<file path="src/rtl/byte_striping_pkg.sv">
// byte_striping_pkg: PCIe PHY K-codes, striping FSM states and ordered-set detection.
package byte_striping_pkg;
  localparam logic [7:0] K_COM  = 8'hBC;
  localparam logic [7:0] K_SKP  = 8'h1C;
  localparam logic [7:0] K_FTS  = 8'h3C;
  localparam logic [7:0] K_STP  = 8'hFB;
  localparam logic [7:0] K_SDP  = 8'h5C;
  localparam logic [7:0] K_END  = 8'hFD;
  localparam logic [7:0] K_EDB  = 8'hFE;
  localparam logic [7:0] K_PAD  = 8'hF7;
  localparam logic [7:0] K_IDLE = 8'h7C;
  typedef enum logic {S_FILL = 1'b0, S_BCAST_PEND = 1'b1} state_t;
  function automatic logic is_os(input logic k, input logic [7:0] b);
    return k & (b == K_COM || b == K_SKP || b == K_FTS);
  endfunction
endpackage

</file>
<file path="src/rtl/byte_striping_lane_map.sv">
// strip_lane_map: logical->physical lane permutation; reversed when BYTE_STRIP_LANE_REVERSE_EN is defined.
module strip_lane_map #(
  parameter int LANES = 4
) (
  input  logic [LANES*8-1:0] log_data,
  input  logic [LANES-1:0]   log_k,
  output logic [LANES*8-1:0] lane_data,
  output logic [LANES-1:0]   lane_k
);
  for (genvar i = 0; i < LANES; i++) begin : g_lane
`ifdef BYTE_STRIP_LANE_REVERSE_EN
    assign lane_data[8*i +: 8] = log_data[8*(LANES-1-i) +: 8];
    assign lane_k[i] = log_k[LANES-1-i];
`else
    assign lane_data[8*i +: 8] = log_data[8*i +: 8];
    assign lane_k[i] = log_k[i];
`endif
  end
endmodule

</file>
<file path="src/rtl/byte_striping.sv">
// byte_striping: stripes a TX byte stream round-robin over LANES lanes, broadcasting COM/SKP/FTS.
// Lane order is reversed when BYTE_STRIP_LANE_REVERSE_EN is defined.
module byte_striping
  import byte_striping_pkg::*;
#(
  parameter int LANES = 4
) (
  input  logic               clk,
  input  logic               rst,
  input  logic               enb,
  input  logic [7:0]         in_byte,
  input  logic               in_valid,
  output logic               in_ready,
  output logic [LANES*8-1:0] lane_data,
  output logic [LANES-1:0]   lane_k,
  output logic               row_valid,
  output logic               err_drop
);
  localparam int PW = $clog2(LANES);
  state_t state, state_nx;
  logic [PW-1:0] ptr;
  logic [LANES*8-1:0] acc_data, fill_data, pad_data, log_data;
  logic [LANES-1:0] acc_k, fill_k, pad_k, log_k;
  logic [7:0] pend;
  logic accept, k, os, last;
  assign accept = enb & in_ready;
  assign k = !in_valid;
  assign os = is_os(k, in_byte);
  assign last = ptr == PW'(LANES - 1);
  always_ff @(posedge clk)
    state <= rst ? S_FILL : state_nx;
  always_comb
    state_nx = (state == S_FILL && accept && os && ptr != '0) ? S_BCAST_PEND : S_FILL;
  always_comb
    in_ready = state == S_FILL;
  // fill_data is the row as it would look with the current byte merged; pad_data pads lanes >= ptr
  always_comb begin
    fill_data = acc_data;
    fill_k = acc_k;
    fill_data[8*ptr +: 8] = in_byte;
    fill_k[ptr] = k;
    pad_data = acc_data;
    pad_k = acc_k;
    for (int i = 0; i < LANES; i++) begin
      pad_data[8*i +: 8] = (i >= int'(ptr)) ? K_PAD : acc_data[8*i +: 8];
      pad_k[i] = (i >= int'(ptr)) | acc_k[i];
    end
  end
  always_ff @(posedge clk) begin
    if (rst) begin
      ptr <= '0;
      acc_data <= '0;
      acc_k <= '0;
      pend <= '0;
      log_data <= '0;
      log_k <= '0;
      row_valid <= 1'b0;
      err_drop <= 1'b0;
    end else begin
      row_valid <= 1'b0;
      if (enb && !in_ready) err_drop <= 1'b1;
      if (state == S_BCAST_PEND) begin
        log_data <= {LANES{pend}};
        log_k <= '1;
        row_valid <= 1'b1;
        pend <= '0;
      end else if (accept && os) begin
        ptr <= '0;
        pend <= in_byte;
        log_data <= (ptr == '0) ? {LANES{in_byte}} : pad_data;
        log_k <= (ptr == '0) ? '1 : pad_k;
        row_valid <= 1'b1;
      end else if (accept) begin
        acc_data <= fill_data;
        acc_k <= fill_k;
        ptr <= last ? '0 : ptr + PW'(1);
        if (last) begin
          log_data <= fill_data;
          log_k <= fill_k;
          row_valid <= 1'b1;
        end
      end
    end
  end
  strip_lane_map #(.LANES(LANES)) u_map (
    .log_data (log_data),
    .log_k    (log_k),
    .lane_data(lane_data),
    .lane_k   (lane_k)
  );
endmodule

</file>
<file path="config.mk">
export PLATFORM = sky130hd
export DESIGN_NAME = byte_striping
export DESIGN_NICKNAME = d
export VERILOG_FILES = /design/src/rtl/byte_striping_pkg.sv /design/src/rtl/byte_striping_lane_map.sv /design/src/rtl/byte_striping.sv
export SDC_FILE = /design/constraint.sdc
export NUM_CORES = 1
export LEC_CHECK = 0
export CORE_ASPECT_RATIO = 0.7
export CORE_MARGIN = 2
export CORE_UTILIZATION = 35
export DETAILED_ROUTE_END_ITERATION = 12
export GPL_TIMING_DRIVEN = 0
export PLACE_DENSITY = 0.62
export SYNTH_ARGS = -nofsm -noshare
export SYNTH_HDL_FRONTEND = slang
export SYNTH_HIERARCHICAL = 1
export SYNTH_SLANG_ARGS = --single-unit
</file>
<file path="constraint.sdc">
create_clock -name clk -period 2.5 [get_ports clk]
set_clock_uncertainty 0.1 [all_clocks]
set_input_delay 0.25 -clock clk [delete_from_list [all_inputs] [get_ports clk]]
set_output_delay 0.25 -clock clk [all_outputs]
set_load 0.02 [all_outputs]
</file>
==> parameters.txt <==
Parameter                              Value

Clock network
  Clock net sink count ... 84
  Clk pin slew, worst setup/hold paths ... 0.07 ns
  Clk_lat worst skew ... 0.35 ns
  Buffer levels on the longest clock path ... 2
  Root Buffer Master ... clkbuf_16
  Number of hold-repair buffers added at the cts stage ... 0
  H-tree depth reported by CTS ... 3
  Total clock buffers created by CTS ... 9
  CTS tree ... built

Placed design
  Post-Place Cell Area ... 0.00508 mm2
  Input/output buffers ... 46
  Post-detail-place hpwl ... 11,800 um
  Post-Place Setup Slack ... -0.888 ns
  Number of placed cells counting well taps ... 739
  RePlAce Congestion ... 0.945

Critical path
  Worst EP required ... 2.15 ns
  Cells on worst reg2reg path ... 8
  Worst r2r dst ... log_data[12]
  Arrival time at the worst endpoint ... 2.12 ns
  Worst flop-to-flop path startpoint ... ptr[0]
  Crit Path Max Fanout ... 10
  Reg-to-reg setup timing slack ... 0.09 ns
  Critical Path Sink Type ... primary output
  Kind of launch point of the worst setup path ... flop
  WS Path Type ... flop to primary output

Timing
  Highest attainable clock frequency ... 0.405 GHz
  Final Hold Vio Count ... 0
  Worst slew pin tran ... 0.746 ns
  Unrepaired setup endpoints after global routing ... false
  Minimum setup slack in the final design ... 0.0333 ns
  Final slew viol count ... 0
  Final setup violation count ... 0
  Tmin final ... 2.47 ns
  Final critical-path share of the clock period ... 98.7%
  Relative slew slack ... 50.3%

Pwr
  Combinational group share of total power ... 13.6%
  Power spent charging and discharging nets ... 0.000923 W
  Clock share of power ... 42.2%
  Final Power ... 0.00312 W
  Peak supply drop ... 0.331 mV
  Cell-internal power ... 0.00220 W
  Part of the total power dissipated in sequential elements ... 44.2%
  Switch share ... 29.6%
  PwrDens ... 561 mW/mm2
  Leakage power summed over all cells ... 2.09 nW

Logic synthesis
  Count of yosys warnings during synthesis ... 6
  Library cell with the largest summed area after synthesis ... dfxtp_1
  Fraction of registers with async set/reset ... 0%
  Dominant synthesized flop cell ... dfxtp_1
  Number of enable-type register cells in the synthesized netlist ... 0
  Share of synthesized cell area in full adder, half adder and majority cells ... 1.98%
  Post-Syn Area ... 0.00442 mm2
  Multiplexer area fraction after synthesis ... 1.58%
  Synthesized-area fraction occupied by and/or/nand/nor cells ... 16.9%
  Fraction of the mapped netlist area in compound gates ... 29.4%
  Per-instance average area after synthesis ... 8.33 um2
  Yosys cell types ... 57
  Synthesized instance count ... 531
  Ranking of synthesized cells by area ... dfxtp_1 (38%), buf_4 (6.3%), nor2_1 (5.1%)
  Share of Yosys cell area claimed by the top area cell type ... 38.0%
  Xor and xnor fraction of the mapped netlist area ... 0%
  Synthesized flop and latch total ... 84
  Combinational family with the most area after synthesis ... compound AO/OA/AOI/OAI gates
  Share of the yosys chip area belonging to registers ... 38.0%
  Synthesized net count ... 550

Floorplan
  Y dimension of the die ... 98.0 um
  Total Die Area ... 0.0136 mm2
  Core region area ... 0.0124 mm2
  Ports ... 51
  Floorplan die width ... 138 um
  Cell row count ... 34
  Initial core utilization ... 35.7%

Cells and area
  Antenna Diode Count ... 0
  Nets ... 611
  Final design utilization ... 45.0%
  Area growth, synth to finish ... 25.9%
  Final-layout fill cell count ... 1,220
  Layout Cells excl Fill ... 759
  Post-Layout Inst Area ... 0.00557 mm2
  Share of layout cells above drive strength 1 ... 18.3%

Outcome
  Status ... complete, no violations

Hold path
  Hold wc startpoint ... in_byte[4]
  Cells on Worst Hold Path ... 3
  Min-delay worst type ... primary input to flop
  Worst Hold Path EP ... acc_data[4]

GRT
  Maximum number of pins on one net before global-route repair ... 17
  Congestion Overflow GR ... 0
  Aggregate global-route resource usage ... 24.2%
  Initial antenna violation count ... 0
  Wire length of the first global-routing pass ... 24,900 um
  Number of global-route vias before repair ... 4,102

Route
  Total number of vias ... 4,501
  WL final ... 16,500 um
  Detailed Route Iter0 Violations ... 491
  Detailed-route vias per instance ... 5.93
  Final routed DRC violation total ... 0
  Wirelength per Cell ... 21.7 um
  Antenna violation net count after detailed routing ... 0
  DR pass1 iterations ... 6

Run
  Count of max-cap constraint violations ... 0
through the flow:
step | hold slack, ns | setup TNS [ns]
finish | 0.198 | 0
floorplan | 0.291 | 0
CTS | 0.187 | 0
detailed placement | 0.343 | -43.80
global placement | 0.343 | -41.14
global route | 0.224 | 0
cell usage after synthesis (4+ instances only):
cell	instances
a211oi_1	15
a311oi_1	4
a32oi_1	7
a21oi_1	44
a221oi_1	12
nand3_1	7
nor2b_1	12
o21ai_0	21
buf_4	37
nand2b_1	4
mux2i_1	7
nor3_1	9
inv_1	13
nand2_1	27
a22oi_1	27
a221o_1	15
ha_1	7
nand4_1	8
clkbuf_1	37
a211o_1	6
and3_1	5
dfxtp_1	84
a31oi_1	8
nor2_1	60
and2_1	4
a2111oi_0	4
buf_2	9
final cells by class:
cell class              instances  area, um2  area share [%]
clock inverters                 7       58.8            1.06
clock buffers                   9        225            4.04
repair buffers                 53        513            9.21
well taps                     162        203            3.64
flip-flops and latches         84       1690            30.3
inverters                      15       67.6            1.21
multi-input cells             346       2300            41.3
plain buffers                  83        509            9.15
state kept, by name, indices dropped and copies added, names as in the netlist:
register,cells
state,1
pend,8
ptr,2
row_valid,1
acc_data,32
acc_k,3
log_k,4
err_drop,1
log_data,32
routing by layer:
metal / vias up / routed length, um / track usage (%)
met4: 0 / 377 / 8.40
met5: - / 0 / 0
met2: 240 / 6680 / 33.2
met1: 2171 / 7520 / 35.3
li1: 2060 / - / -
met3: 30 / 1910 / 7.65
logic make-up (layout without fill, tap and decap cells):
logic type / count (synthesis) / count (layout)
muxes: 7 / 7
buffers and inverters: 101 / 167
adders and majority gates: 7 / 7
DFF: 84 / 84
and+or+nand+nor: 148 / 148
AOI/OAI and AO/OA: 184 / 184
worst max-delay path, cell delays in order (launching register included):
cell and delay (ns):
dfxtp_1 0.36, clkbuf_2 0.25, inv_2 0.22, clkbuf_2 0.28
clkdlybuf4s50_1 0.65
timing repair:
action                     in CTS  in global routing
pin swaps                       2                  5
setup endpoints to repair      71                 58
buffers inserted                3                  4
gates resized for setup        29                 29
cloned                          0                  0
worst max-delay path by stage:
stage / startpoint / slack [ns] / cells past startpoint / endpoint
6_report: state / 0.03 / 4 / in_ready
5_1_grt: state / 0.004 / 4 / in_ready
4_1_cts: ptr[1] / 0.002 / 8 / log_data[12]
3_5_place_dp: ptr[1] / -0.89 / 9 / log_data[31]
3_3_place_gp: ptr[1] / -0.91 / 9 / log_data[12]
2_1_floorplan: ptr[1] / 0.04 / 9 / log_data[6]
power groups by stage:
stage                     Sequential, W  Clock [W]  Combinational [W]
after global placement          0.00141          0           0.000367
after floorplan                 0.00140          0           0.000241
after CTS                       0.00138    0.00133           0.000391
after detailed placement        0.00141          0           0.000368
final                           0.00138    0.00132           0.000426
after global routing            0.00138    0.00139           0.000450
cell usage in the layout, fill, tap and decap left out, types with 6 or more instances in the layout:
cell,instances
inv_1,11
clkbuf_1,22
nor2_1,59
nand4_1,8
nand3_1,7
dfxtp_1,82
o21ai_0,19
buf_4,45
a31oi_1,7
clkbuf_2,7
nor2b_1,11
a221o_1,15
nand2_1,27
clkbuf_16,9
a22oi_1,27
a21oi_1,43
a211oi_1,12
a32oi_1,7
a221oi_1,11
a211o_1,6
clkdlybuf4s50_1,46
buf_2,10
nor3_1,9
mux2i_1,7
(Power assumes the default switching activity.)
